File: src/rtl/layer_sequencer.sv
// layer_sequencer: walks a compute engine through a fixed seven-step layer table,
// issuing one start pulse per step and aborting if the engine stays silent too long.
module layer_sequencer #(
  parameter int          STOP_LAYER = 7,
  parameter logic [23:0] TIMEOUT    = 24'hFFFFFF
) (
  input  logic        clk,
  input  logic        rst,
  input  logic        START,
  input  logic        eng_done,
  output logic        eng_start,
  output logic [1:0]  eng_op,
  output logic [2:0]  eng_step,
  output logic [16:0] w_base,
  output logic [7:0]  b_base,
  output logic        src_rom,
  output logic [12:0] src_base,
  output logic [12:0] dst_base,
  output logic        BUSY,
  output logic        DONE,
  output logic        ERR
);
  localparam logic [2:0] IDLE  = 3'd0;
  localparam logic [2:0] ISSUE = 3'd1;
  localparam logic [2:0] WAIT  = 3'd2;
  localparam logic [2:0] ADV   = 3'd3;
  localparam logic [2:0] FIN   = 3'd4;
  localparam logic [2:0] ABORT = 3'd5;
  localparam logic [2:0] LAST_STEP = (STOP_LAYER > 6) ? 3'd6 : 3'(STOP_LAYER);
  logic [2:0]  state_q, state_d, step_q, step_d;
  logic [23:0] cnt_q, cnt_d, cnt_inc;
  logic        busy_q, busy_d, done_q, done_d, err_q, err_d;
  // The count saturates so a huge TIMEOUT can never be skipped past by wrapping.
  assign cnt_inc = (cnt_q == 24'hFFFFFF) ? cnt_q : cnt_q + 24'd1;
  always_comb begin
    state_d = state_q;
    step_d  = step_q;
    cnt_d   = cnt_q;
    busy_d  = busy_q;
    done_d  = done_q;
    err_d   = err_q;
    case (state_q)
      IDLE: if (START) begin
        state_d = ISSUE;
        step_d  = 3'd0;
        busy_d  = 1'b1;
        done_d  = 1'b0;
        err_d   = 1'b0;
      end
      ISSUE: begin
        cnt_d   = 24'd0;
        state_d = WAIT;
      end
      WAIT: begin
        cnt_d = cnt_inc;
        if (eng_done) state_d = ADV;
        else if (cnt_inc >= TIMEOUT) begin
          state_d = ABORT;
          busy_d  = 1'b0;
          done_d  = 1'b1;
          err_d   = 1'b1;
        end
      end
      ADV: if (step_q == LAST_STEP) begin
        state_d = FIN;
        busy_d  = 1'b0;
        done_d  = 1'b1;
      end else begin
        step_d  = step_q + 3'd1;
        state_d = ISSUE;
      end
      default: state_d = IDLE;
    endcase
  end
  always_ff @(posedge clk or negedge rst) begin
    if (!rst) begin
      state_q <= IDLE;
      step_q  <= 3'd0;
      cnt_q   <= 24'd0;
      busy_q  <= 1'b0;
      done_q  <= 1'b0;
      err_q   <= 1'b0;
    end else begin
      state_q <= state_d;
      step_q  <= step_d;
      cnt_q   <= cnt_d;
      busy_q  <= busy_d;
      done_q  <= done_d;
      err_q   <= err_d;
    end
  end
  assign eng_start = (state_q == ISSUE);
  assign eng_step  = step_q;
  assign BUSY      = busy_q;
  assign DONE      = done_q;
  assign ERR       = err_q;
  // Table outputs only change on ADV, so they hold across each start/done window.
  always_comb begin
    eng_op   = 2'd3;
    w_base   = 17'd0;
    b_base   = 8'd0;
    src_rom  = 1'b0;
    src_base = 13'd4704;
    dst_base = 13'd0;
    case (step_q)
      3'd0: begin eng_op = 2'd0; src_rom = 1'b1; src_base = 13'd0; end
      3'd1: begin eng_op = 2'd1; src_base = 13'd0; dst_base = 13'd4704; end
      3'd2: begin eng_op = 2'd0; w_base = 17'd54; b_base = 8'd6; end
      3'd3: begin eng_op = 2'd1; src_base = 13'd0; dst_base = 13'd4704; end
      3'd4: begin eng_op = 2'd2; w_base = 17'd864; b_base = 8'd21; end
      3'd5: begin eng_op = 2'd2; w_base = 17'd98064; b_base = 8'd201; src_base = 13'd0; dst_base = 13'd4704; end
      default: ;
    endcase
  end
endmodule

File: config.mk
export PLATFORM = sky130hd
export DESIGN_NAME = layer_sequencer
export DESIGN_NICKNAME = d
export VERILOG_FILES = /design/src/rtl/layer_sequencer.sv
export SDC_FILE = /design/constraint.sdc
export NUM_CORES = 1
export LEC_CHECK = 0
export BUFFER_PORTS_ARGS = -buffer_cell sky130_fd_sc_hd__buf_2
export CAP_MARGIN = 30
export CORE_ASPECT_RATIO = 0.5
export CORE_MARGIN = 5
export CORE_UTILIZATION = 48
export DETAILED_ROUTE_END_ITERATION = 7
export GPL_TIMING_DRIVEN = 0
export PLACE_DENSITY_LB_ADDON = 0.25
export SYNTH_ARGS = -nofsm -noshare
export SYNTH_HDL_FRONTEND = slang
export SYNTH_SLANG_ARGS = --single-unit
File: constraint.sdc
create_clock -name clk -period 2.35 [get_ports clk]
set_input_delay 0.1175 -clock clk [delete_from_list [all_inputs] [get_ports clk]]
set_output_delay 0.1175 -clock clk [all_outputs]
set_load 0.02 [all_outputs]
==> impl_metrics.py <==
metrics = {
    "floorplanning": {
        "die_h_um": 60.5,
        "ios": 65,
        "dieArea_mm2": 0.00671,
        "chipWidth_um": 111,
        "rows": 18,
        "coreArea_mm2": 0.00493,
        "initial_core_util_pct": 49.6,
    },
    "critical_path": {
        "reg2reg_to": "state_q[1]",
        "r2r-start": "cnt_q[8]",
        "setup.worst_path.start": "cnt_q[8]",
        "path_class": "register to register",
        "cp.depth": 10,
        "crit_path_top_delay_cell": "dfrtp_1",
        "rrSetupSlack_ns": -0.15,
        "crit_buf_inv": 3,
        "cp_common_cell": "buf_6",
        "cp_data_arrival_time_ns": 2.68,
        "startpoint_type": "register",
        "required_ns": 2.53,
        "crit_family": "simple AND/OR/NAND/NOR gates",
        "reg2regPathDepth": 10,
        "max_stage_delay_ns": 0.35,
        "path_cells": "buf_6 -> nand4_1 -> buf_6 -> buf_4 -> nor3_4 -> o22ai_2 -> or3_1 -> nor4_2 -> nand4_2 -> o31a_1",
        "crit_path_end": "state_q[1]",
        "crit_fanout": 6,
        "end_kind": "register",
    },
    "sta": {
        "hold_viol": 0,
        "fin_crit_ns": 2.50,
        "slew_viol_final": 0,
        "fin_crit_sh_pct": 106,
        "setup_slack_ns": -0.150,
        "grt_setup_unrepaired": "true",
        "clock_skew_ns": 0.00516,
        "slew_headroom_pct": 49.8,
        "setup_viol": 6,
        "tightest_slew_ns": 0.754,
        "max_freq_mhz": 400,
    },
    "place": {
        "port_buffers": 41,
        "placed_cells": 436,
        "place.gp.congestion": 0.897,
        "dp_hpwl_mm": 4.77,
    },
    "run_status": {
        "outcome": "finished, violations left",
        "violations": "negative setup slack",
    },
    "finish": {
        "drive_above_1_share_pct": 39.2,
        "fin_cells": 473,
        "syn_to_final_growth_pct": 36.4,
        "antenna_cells": 0,
        "layout.nets": 411,
        "final_core_util_pct": 67.6,
    },
    "route": {
        "avgViaCountPerCell": 5.53,
        "wl_met2_mm": 3.26,
        "maxUsedRoutingLayer": "met4",
        "via_count": 2614,
        "wire_per_inst_um": 15.2,
        "wl_met1_mm": 3.00,
        "drt_iter0_markers": 277,
        "drc": 0,
        "met3_wirelength_um": 799,
        "ant_nets": 0,
        "first_pass_iters": 4,
        "wirelength_mm": 7.19,
    },
    "logic_synthesis": {
        "yosysSeqAreaShare_pct": 33.8,
        "synthArstFlopShare_pct": 100,
        "ys.flop_type": "dfrtp_1",
        "syn_area_per_cell_um2": 8.10,
        "synth-edff-count": 0,
        "ys_ff_latch": 33,
        "ys_types": 48,
        "yosys-top-cells-area": "dfrtp_1, buf_4, o21ai_0, nand2_1, nor2_1",
        "ys_top_cells_by_count": "buf_4, nand2_1, dfrtp_1, o21ai_0, nor2_1",
        "synth_top_cell_by_area": "dfrtp_1",
        "syn-cell-area_mm2": 0.00244,
        "syn_inst": 302,
        "yosysMostFrequentCell": "buf_4",
        "yosys_warnings": 0,
        "synth_top_area_share_pct": 33.8,
    },
    "run": {
        "maxCapViolCount": 0,
    },
    "cts": {
        "ctsLongestPathBuffers": 2,
        "numCtsBuffers": 5,
        "clk_pin_slew_ns": 0.07,
        "clkLatencyLatePin_ns": 0.29,
        "cts-root-buf": "clkbuf_8",
        "cts_tree": "done",
        "cts_num_sinks": 33,
        "htreeDepth": 2,
    },
    "global_route": {
        "grt_max_degree": 34,
        "grt_overflow": 0,
        "grt_pass1_wl_mm": 11.1,
        "grt_usage_pct": 20.7,
        "grt_pass1_vias": 2320,
        "antenna_found_initial": 0,
    },
    "power": {
        "power.density_mw_per_mm2": 963,
        "vdd_drop_max_v": 0.000766,
        "p_leak_nw": 1.72,
    },
    "hold_path": {
        "worst_hold_path_type": "input pin to register",
    },
}
per-stage QoR:
stage	instance area (um2)	hold slack [ns]	power (mW)	setup TNS, ns	worst slack [ns]
floorplan	2530	-0.178	2.04	0	0.0131
global placement	2830	0.212	2.51	-2.43	-0.336
detailed placement	2830	0.233	2.56	-1.86	-0.364
CTS	3190	0.0547	3.19	-0.0616	-0.0616
global route	3340	0.0598	3.42	-0.807	-0.188
finish	3340	0.0559	3.21	-0.481	-0.150
placed cells by master (no fill, tap or decap), drive strengths merged, types with 5 or more instances in the layout:
cell	n
nor3	10
o21ai	31
xnor2	5
dfrtp	33
nand4	11
a21oi	14
o31ai	6
conb	23
nand2	36
inv	7
a31oi	6
buf	115
nor2	25
and3	9
ha	5
nand2b	5
clkbuf	15
nand3	6
routing by layer:
layer	vias to the layer above	global-route usage (%)
met4	0	6.14
met3	21	7.47
li1	1209	-
met5	-	0
met2	161	35.4
met1	1223	25.2
cell families (layout without fill, tap and decap cells):
logic type / count (synthesis) / in the layout / share of synthesized area [%]
muxes: 2 / 2 / 0.870
other: 1 / 23 / 0.153
and+or+nand+nor: 118 / 119 / 25.1
DFF: 33 / 33 / 33.8
AOI/OAI and AO/OA: 77 / 77 / 19.7
xor gates and xnor gates: 5 / 5 / 1.79
adders and majority gates: 5 / 5 / 2.56
buffers and inverters: 61 / 139 / 16.1
cell type report:
| type | count | area, um2 |
|---|---|---|
| fillers | 364 | 1600 |
| well taps | 70 | 87.6 |
| flip-flops and latches | 33 | 836 |
| inverters | 7 | 26.3 |
| repair buffers | 70 | 445 |
| multi-input cells | 231 | 1440 |
| clock inverters | 1 | 30.0 |
| plain buffers | 54 | 384 |
| clock buffers | 7 | 86.3 |
registers in the layout, indices dropped and copies added, names as in the netlist:
register and cells:
ERR 1, DONE 1, BUSY 1, cnt_q 24, eng_step 3, state_q 3
worst min-delay path by stage:
stage	start	cells past startpoint	slack, ns	to
after CTS	eng_done	2	0.05	ERR
after global placement	rst	1	0.21	cnt_q[12]
after global routing	eng_done	2	0.06	ERR
final	eng_done	2	0.06	ERR
after detailed placement	rst	1	0.23	cnt_q[12]
after floorplan	rst	0	-0.18	BUSY
repair_timing:
action	in CTS	in global routing
buffers inserted	14	13
gates cloned	1	0
hold buffers	1	0
pin swaps	12	10
endpoints found under the hold margin	33	0
gates resized for setup	28	11
setup endpoints to repair	6	7
power by group:
part           total (mW)  leakage (nW)  switching (mW)  internal, mW
Sequential          0.752         0.434          0.0994         0.653
Clock               0.569        0.0585           0.223         0.346
Combinational        1.89          1.22            1.17         0.719
(Power assumes the default switching activity.)
